File: src/rtl/pwm_audio_sink.sv
// pwm_audio_sink: FIFO-buffered sample sink playing one sample per 2**WIDTH-cycle PWM period.
// Define PWM_AUDIO_HOLD_LAST_EN to repeat the last duty on underrun instead of midscale.
module pwm_audio_sink #(
  parameter int WIDTH      = 8,
  parameter int FIFO_DEPTH = 4
) (
  input  logic                          clk,
  input  logic                          rst_n,
  input  logic                          enable,
  input  logic [WIDTH-1:0]              sample_in,
  input  logic                          sample_valid,
  output logic                          sample_ready,
  output logic                          pwm_out,
  output logic                          period_start,
  output logic [$clog2(FIFO_DEPTH):0]   fifo_level,
  output logic                          underrun,
  input  logic                          underrun_clr
);
  localparam int AW = $clog2(FIFO_DEPTH);
  localparam logic [WIDTH-1:0] MID = {1'b1, {(WIDTH-1){1'b0}}};
  localparam logic [WIDTH-1:0] CMAX = '1;
  logic [WIDTH-1:0] mem [FIFO_DEPTH];
  logic [WIDTH-1:0] cnt, duty, nxt_cnt, nxt_duty, fallback;
  logic [AW-1:0] wr_ptr, rd_ptr;
  logic run, boundary, push, pop, empty;
  assign sample_ready = rst_n & (fifo_level != (AW+1)'(FIFO_DEPTH));
  always_comb begin
    empty    = fifo_level == '0;
    boundary = enable & (~run | (cnt == CMAX));
    push     = sample_valid & sample_ready;
    pop      = boundary & ~empty;
`ifdef PWM_AUDIO_HOLD_LAST_EN
    fallback = duty;
`else
    fallback = MID;
`endif
    nxt_duty = boundary ? (empty ? fallback : mem[rd_ptr]) : duty;
    nxt_cnt  = boundary ? '0 : cnt + 1'b1;
  end
  // the first enabled cycle after idle is itself a boundary, so run tracks last cycle's enable
  always_ff @(posedge clk) begin
    if (!rst_n) begin
      run          <= 1'b0;
      cnt          <= '0;
      duty         <= MID;
      pwm_out      <= 1'b0;
      period_start <= 1'b0;
      wr_ptr       <= '0;
      rd_ptr       <= '0;
      fifo_level   <= '0;
      underrun     <= 1'b0;
    end else begin
      run          <= enable;
      cnt          <= enable ? nxt_cnt : '0;
      duty         <= nxt_duty;
      pwm_out      <= enable & (nxt_cnt < nxt_duty);
      period_start <= boundary;
      wr_ptr       <= push ? wr_ptr + 1'b1 : wr_ptr;
      rd_ptr       <= pop ? rd_ptr + 1'b1 : rd_ptr;
      fifo_level   <= fifo_level + (AW+1)'(push) - (AW+1)'(pop);
      underrun     <= (boundary & empty) | (underrun & ~underrun_clr);
    end
  end
  always_ff @(posedge clk)
    if (push) mem[wr_ptr] <= sample_in;
endmodule
File: config.mk
export PLATFORM = sky130hd
export DESIGN_NAME = pwm_audio_sink
export DESIGN_NICKNAME = d
export VERILOG_FILES = /design/src/rtl/pwm_audio_sink.sv
export SDC_FILE = /design/constraint.sdc
export NUM_CORES = 1
export LEC_CHECK = 0
export BUFFER_PORTS_ARGS = -buffer_cell sky130_fd_sc_hd__buf_2
export CORE_MARGIN = 2
export CORE_UTILIZATION = 59
export DETAILED_ROUTE_END_ITERATION = 10
export PLACE_DENSITY_LB_ADDON = 0.3
export SYNTH_ARGS = -nofsm -noshare
export SYNTH_HDL_FRONTEND = slang
export SYNTH_SLANG_ARGS = --single-unit
File: constraint.sdc
create_clock -name clk -period 3.2 [get_ports clk]
set_clock_uncertainty 0.15 [all_clocks]
set_input_delay 0.96 -clock clk [delete_from_list [all_inputs] [get_ports clk]]
set_output_delay 0.96 -clock clk [all_outputs]
set_load 0.005 [all_outputs]
# --- After elaboration in Yosys (flattened, before gate mapping) ---
# Memories as Yosys holds them, arrays and structs flattened. A register that Yosys moved wholly into a read port is not among the register bits.
# Cells that the tools add are included.
totals:
  ramBits: 32
  mem_count: 1
  reg_bits: 27
  inputBits: 13
  word_cells: 39
mem_list:
  columns: ["memory", "depth", "word_bits", "read_ports", "rd_ports_with_merged_regs", "write_ports", "line_no", "source"]
  rows:
  - ["mem", 4, 8, 1, 1, 1, "22", "logic [WIDTH-1:0] mem [FIFO_DEPTH];"]
op_classes:
  eq_ne: 2
  reduce_logical: 2
  bitwise_logic: 12
  mux: 7
  order_cmp: 1
  add_sub_neg: 5
ops:
  columns: ["op", "n"]
  rows:
  - ["8-bit two-way mux", 3]
  - ["8-bit by 1-bit adder with 8-bit output, second input constant", 1]
  - ["8-bit equality test, second input constant", 1]
  - ["8-bit < comparator", 1]
  - ["1-bit bitwise AND", 7]
  - ["2-bit by 1-bit adder with 2-bit output, second input constant", 2]
  - ["2-bit two-way mux", 2]
  - ["3-bit by 1-bit adder with 3-bit output", 1]
  - ["3-bit zero test", 1]
  - ["3-bit inequality test, second input constant", 1]
  - ["1-bit NOT", 3]
  - ["3-bit by 1-bit subtractor with 3-bit output", 1]
  - ["1-bit two-way mux", 2]
  - ["1-bit bitwise OR", 2]
  - ["2-bit AND reduction", 1]

# --- Depth between registers and ports, before layout ---
logic_depth:
  ltp_word: 6
  depth_mapped: 12
  depth_no_buf: 11

# --- Worst setup path before layout ---
# No wires, ideal clock.
synth_path:
  kind: "input -> register"
  startpoint: "input port enable"
  endpoint: "register fifo_level[2]"
  cell_stages: 11
  required_time_ps: 2922
  path_buffers: 1
  t_arrival_ps: 2728
  slack_ps: 194
  setup_ps: 128
  path_cell_list: "nand4_1 > o21a_1 > clkbuf_1 > nor2_1 > ha_1 > inv_1 > ha_1 > fa_1 > xnor2_1 > xnor2_1 > nor2_1"
synth_between:
  elab_chain_len: 3
synth_lines:
  columns: ["item", "line_no", "source"]
  rows:
  - ["from (decl)", "9", "input logic enable,"]
  - ["1-bit bitwise AND", "29", "boundary = enable & (~run | (cnt == CMAX));"]
  - ["1-bit bitwise AND", "31", "pop = boundary & ~empty;"]
  - ["net pop", "25", "logic run, boundary, push, pop, empty;"]
  - ["3-bit by 1-bit subtractor with 3-bit output", "60", "fifo_level <= fifo_level + (AW+1)'(push) - (AW+1)'(pop);"]
  - ["to (signal assigned)", "60", null]
  - ["to (decl)", "15", "output logic [$clog2(FIFO_DEPTH):0] fifo_level,"]
# The timed path passes the listed nets, and every way through them passes these cells.
# A chain may end at the register's enable or synchronous reset.

# --- Worst setup path after layout ---
layout_path:
  startpoint: "input port enable"
  endpoint: "register pwm_out"
layout_between:
  elab_chain_len: 4
  elab_cells_between_ends: 5
  cone_classes: "1 x order compare; 2 x mux; 2 x bitwise"
layout_lines:
  columns: ["item", "line_no", "source"]
  rows:
  - ["1-bit bitwise AND", "29", null]
  - ["8-bit two-way mux (on tied branches)", "38, 37", null]
  - ["8-bit < comparator", "56", "pwm_out <= enable & (nxt_cnt < nxt_duty);"]
  - ["1-bit bitwise AND *", "56", null]
  - ["to (signal assigned)", "56", null]
  - ["to (decl)", "13", "output logic pwm_out,"]
# Mark *: on every way between the ends. The rest lies on a longest branch, timed or not.

==> impl_metrics.xml <==
<?xml version="1.0" encoding="UTF-8"?>
<metrics>
  <group name="run_status">
    <metric name="status" unit="">finished clean</metric>
  </group>
  <group name="timing">
    <metric name="tightest_slew" unit="ns">0.438</metric>
    <metric name="fin_crit" unit="ns">2.90</metric>
    <metric name="timing.final.setup_violations" unit="">0</metric>
    <metric name="final_min_period_over_clock_period" unit="%">90.8</metric>
    <metric name="maxSlewHeadroom" unit="%">70.8</metric>
    <metric name="finalHoldViolations" unit="">0</metric>
    <metric name="grt_setup_unrepaired" unit="">no</metric>
    <metric name="slew_violations" unit="">0</metric>
    <metric name="timing.fmax" unit="MHz">344</metric>
  </group>
  <group name="worst_setup_path">
    <metric name="criticalPathCategory" unit="">input port to flop</metric>
    <metric name="critical_path.startpoint_type" unit="">input port</metric>
    <metric name="reg2reg_from" unit="">cnt[0]$_SDFF_PN0_</metric>
    <metric name="critPathArrivalTime" unit="ns">2.99</metric>
    <metric name="worst-r2r-cell-count" unit="">10</metric>
    <metric name="timing.critical_path.required" unit="ns">3.29</metric>
    <metric name="path_max_fanout" unit="">11</metric>
    <metric name="worstReg2RegEnd" unit="">pwm_out$_SDFF_PN0_</metric>
    <metric name="reg2reg_slack" unit="ns">0.39</metric>
    <metric name="critPathCaptureType" unit="">flop</metric>
  </group>
  <group name="detailed_routing">
    <metric name="route.vias.total" unit="">1607</metric>
    <metric name="routed_wirelength" unit="microns">4490</metric>
    <metric name="avgRoutedWirePerCell" unit="microns">15.1</metric>
    <metric name="drt_first_pass_iters" unit="">4</metric>
    <metric name="drt_iter0_drc" unit="">75</metric>
    <metric name="avgViaCountPerCell" unit="">5.39</metric>
    <metric name="drt_drc_violations_left" unit="">0</metric>
    <metric name="postRouteAntennaNets" unit="">0</metric>
  </group>
  <group name="floorplan">
    <metric name="die_height" unit="microns">70.8</metric>
    <metric name="starting_utilization_of_the_core_area" unit="%">60.9</metric>
    <metric name="coreArea" unit="sq um">4320</metric>
    <metric name="core.rowCount" unit="">24</metric>
    <metric name="die_w" unit="microns">70.8</metric>
    <metric name="die_area" unit="sq um">5010</metric>
    <metric name="ioPinCount" unit="">20</metric>
  </group>
  <group name="pwr">
    <metric name="power_density" unit="nW/um^2">694</metric>
    <metric name="power.share.clock" unit="%">34.0</metric>
    <metric name="internal_power" unit="mW">1.54</metric>
    <metric name="power.leakage" unit="nW">1.16</metric>
    <metric name="switching_power" unit="uW">558</metric>
    <metric name="total_power" unit="mW">2.10</metric>
    <metric name="seq_power_share" unit="%">45.5</metric>
    <metric name="switching_portion_of_total_power" unit="%">26.6</metric>
    <metric name="combPwrFrac" unit="%">20.5</metric>
    <metric name="worst_ir_drop_vdd" unit="mV">0.394</metric>
  </group>
  <group name="worst_hold_path">
    <metric name="hold_start" unit="">duty[0]$_SDFF_PN0_</metric>
    <metric name="min_path_type" unit="">flop to flop</metric>
    <metric name="hold_crit_depth" unit="">2</metric>
    <metric name="min_delay_worst_endpoint" unit="">duty[0]$_SDFF_PN0_</metric>
  </group>
  <group name="clock_tree">
    <metric name="clkTransAtPathRegs" unit="ns">0.06</metric>
    <metric name="cts_setup_buffers" unit="">0</metric>
    <metric name="clock_insertion_delay_at_the_later_pin_of_the_skew_report" unit="ns">0.34</metric>
    <metric name="ctsRootBufferMaster" unit="">sky130_fd_sc_hd__clkbuf_8</metric>
    <metric name="tritoncts" unit="">done</metric>
    <metric name="cts.sink_count" unit="">61</metric>
    <metric name="h_tree_depth_reported_by_cts" unit="">3</metric>
    <metric name="cts_repair_resize_count" unit="">0</metric>
    <metric name="clock_tree.buffer_depth" unit="">2</metric>
    <metric name="cts-hold-fix-buffers" unit="">0</metric>
    <metric name="cts_buffers" unit="">9</metric>
  </group>
  <group name="final_layout">
    <metric name="layout.cells.most_common" unit="">sky130_fd_sc_hd__edfxtp_1</metric>
    <metric name="postLayoutCoreUtil" unit="%">69.8</metric>
    <metric name="num_antenna_cells" unit="">0</metric>
    <metric name="finish.net_count" unit="">269</metric>
    <metric name="area_growth" unit="%">14.8</metric>
    <metric name="layout-drive-gt1-share" unit="%">21.5</metric>
    <metric name="final_cell_mix" unit="">32 x sky130_fd_sc_hd__edfxtp_1, 29 x sky130_fd_sc_hd__dfxtp_1, 19 x sky130_fd_sc_hd__nor2_1, 19 x sky130_fd_sc_hd__buf_2</metric>
  </group>
  <group name="synth">
    <metric name="avgSynthCellArea" unit="sq um">12.6</metric>
    <metric name="synth.yosys.warnings" unit="">0</metric>
    <metric name="synth-edff-count" unit="">32</metric>
    <metric name="seq_area_frac_synth" unit="%">58.6</metric>
    <metric name="synth-main-ff-cell" unit="">sky130_fd_sc_hd__edfxtp_1</metric>
    <metric name="mappedNetlistNets" unit="">237</metric>
    <metric name="yosysTopAreaCell" unit="">sky130_fd_sc_hd__edfxtp_1</metric>
    <metric name="async_reset_ff_share" unit="%">0</metric>
    <metric name="netlist.area_leader.share" unit="%">36.5</metric>
    <metric name="number_of_instances_in_the_synthesized_netlist" unit="">209</metric>
    <metric name="synth.distinct_cells" unit="">39</metric>
    <metric name="yosys-top-cells-area" unit="">sky130_fd_sc_hd__edfxtp_1 37%, sky130_fd_sc_hd__dfxtp_1 22%, sky130_fd_sc_hd__mux4_2 6.8%</metric>
    <metric name="mappedNetlistArea" unit="sq um">2630</metric>
    <metric name="synth_register_bits" unit="">61</metric>
  </group>
  <group name="placement">
    <metric name="place.detailed.hpwl" unit="microns">3070</metric>
    <metric name="port_buffers" unit="">19</metric>
    <metric name="gpl_congestion" unit="">0.788</metric>
  </group>
  <group name="grt">
    <metric name="grt-ovfl-total" unit="">0</metric>
    <metric name="wire_length_of_the_first_global_routing_pass" unit="microns">7400</metric>
    <metric name="grt_usage" unit="%">20.0</metric>
    <metric name="largest_net_degree_at_the_start_of_global_routing" unit="">15</metric>
    <metric name="grt_antenna_before_repair" unit="">0</metric>
    <metric name="first_global_vias" unit="">1579</metric>
  </group>
  <group name="run">
    <metric name="maxCapViolCount" unit="">0</metric>
  </group>
</metrics>
[routing by layer]
metal / part of all wire [%] / global-route usage (%) / vias up
met5: 0 / 0 / -
met4: 1.7 / 8.18 / 0
met2: 50 / 33.9 / 24
met3: 3.7 / 6.41 / 10
met1: 44 / 23.8 / 759
li1: - / - / 814
[critical path, stage by stage]
cell,delay (ns)
sky130_fd_sc_hd__buf_2,0.12
sky130_fd_sc_hd__nand4_1,0.12
sky130_fd_sc_hd__o21a_1,0.37
sky130_fd_sc_hd__nand2_1,0.11
sky130_fd_sc_hd__and2_1,0.17
sky130_fd_sc_hd__ha_1,0.30
sky130_fd_sc_hd__o21a_1,0.17
sky130_fd_sc_hd__o21ai_0,0.20
sky130_fd_sc_hd__a311oi_1,0.09
sky130_fd_sc_hd__a2111oi_2,0.36
[power by group through the flow]
stage,clock (mW),combinational [mW],sequential [mW]
2_1_floorplan,0,0.340,0.955
3_3_place_gp,0,0.422,0.969
3_5_place_dp,0,0.429,0.972
4_1_cts,0.727,0.434,0.956
5_1_grt,0.759,0.486,0.966
6_report,0.712,0.430,0.954
[per-stage QoR]
step / cells / area [sq um] / hold WS (ns) / setup TNS (ns) / worst slack, ns
2_1_floorplan: 209 / 2630 / 0.280 / 0 / 0.194
3_3_place_gp: 282 / 2820 / 0.294 / 0 / 0.0172
3_5_place_dp: 282 / 2820 / 0.295 / -0.00749 / -0.00749
4_1_cts: 298 / 3020 / 0.304 / 0 / 0.305
5_1_grt: 298 / 3020 / 0.327 / 0 / 0.0619
6_report: 298 / 3020 / 0.299 / 0 / 0.295
[sequential cells by signal, summed over array words and instances, names as in the netlist, named ones only]
| name | cells |
|---|---|
| rd_ptr | 2 |
| mem | 32 |
| duty | 8 |
| pwm_out | 1 |
| fifo_level | 3 |
| run | 1 |
| underrun | 1 |
| cnt | 8 |
| period_start | 1 |
| wr_ptr | 2 |
[cells in the mapped netlist (2+ instances only)]
cell type and number:
sky130_fd_sc_hd__inv_1 11, sky130_fd_sc_hd__nand2b_1 2, sky130_fd_sc_hd__xor2_1 3, sky130_fd_sc_hd__nor2_1 19, sky130_fd_sc_hd__dfxtp_1 29, sky130_fd_sc_hd__a21oi_1 12
sky130_fd_sc_hd__or3_1 2, sky130_fd_sc_hd__o21a_1 3, sky130_fd_sc_hd__edfxtp_1 32, sky130_fd_sc_hd__nand3_1 12, sky130_fd_sc_hd__ha_1 14, sky130_fd_sc_hd__xnor2_1 6
sky130_fd_sc_hd__nor2b_1 2, sky130_fd_sc_hd__and3_1 2, sky130_fd_sc_hd__nor3_1 3, sky130_fd_sc_hd__and2_1 13, sky130_fd_sc_hd__clkbuf_1 2, sky130_fd_sc_hd__nand2_1 14
sky130_fd_sc_hd__mux4_2 8
[worst max-delay path by stage]
stage / start / cells past startpoint / to
floorplan: enable / 11 / fifo_level[2]$_SDFF_PN0_
global placement: enable / 10 / pwm_out$_SDFF_PN0_
detailed placement: enable / 10 / pwm_out$_SDFF_PN0_
CTS: enable / 10 / pwm_out$_SDFF_PN0_
global route: enable / 10 / pwm_out$_SDFF_PN0_
finish: enable / 10 / pwm_out$_SDFF_PN0_
[area by class of cell]
class | count | area [sq um]
clock buffers | 10 | 128
clock inverters | 6 | 77.6
fillers | 329 | 1300
inverters | 11 | 41.3
multi-input cells | 131 | 1010
flip-flops and latches | 61 | 1540
well taps | 52 | 65.1
repair buffers | 27 | 155
[cells by family (layout without fill, tap and decap cells)]
logic type | after synthesis | count (layout) | share of synthesized area [%]
AOI/OAI and AO/OA | 26 | 26 | 7.23
xor gates and xnor gates | 9 | 9 | 3.00
adders and majority gates | 15 | 15 | 7.42
buffers and inverters | 17 | 54 | 2.95
DFF | 61 | 61 | 58.6
muxes | 9 | 9 | 7.23
and+or+nand+nor | 72 | 72 | 13.6
(Power assumes the default switching activity.)
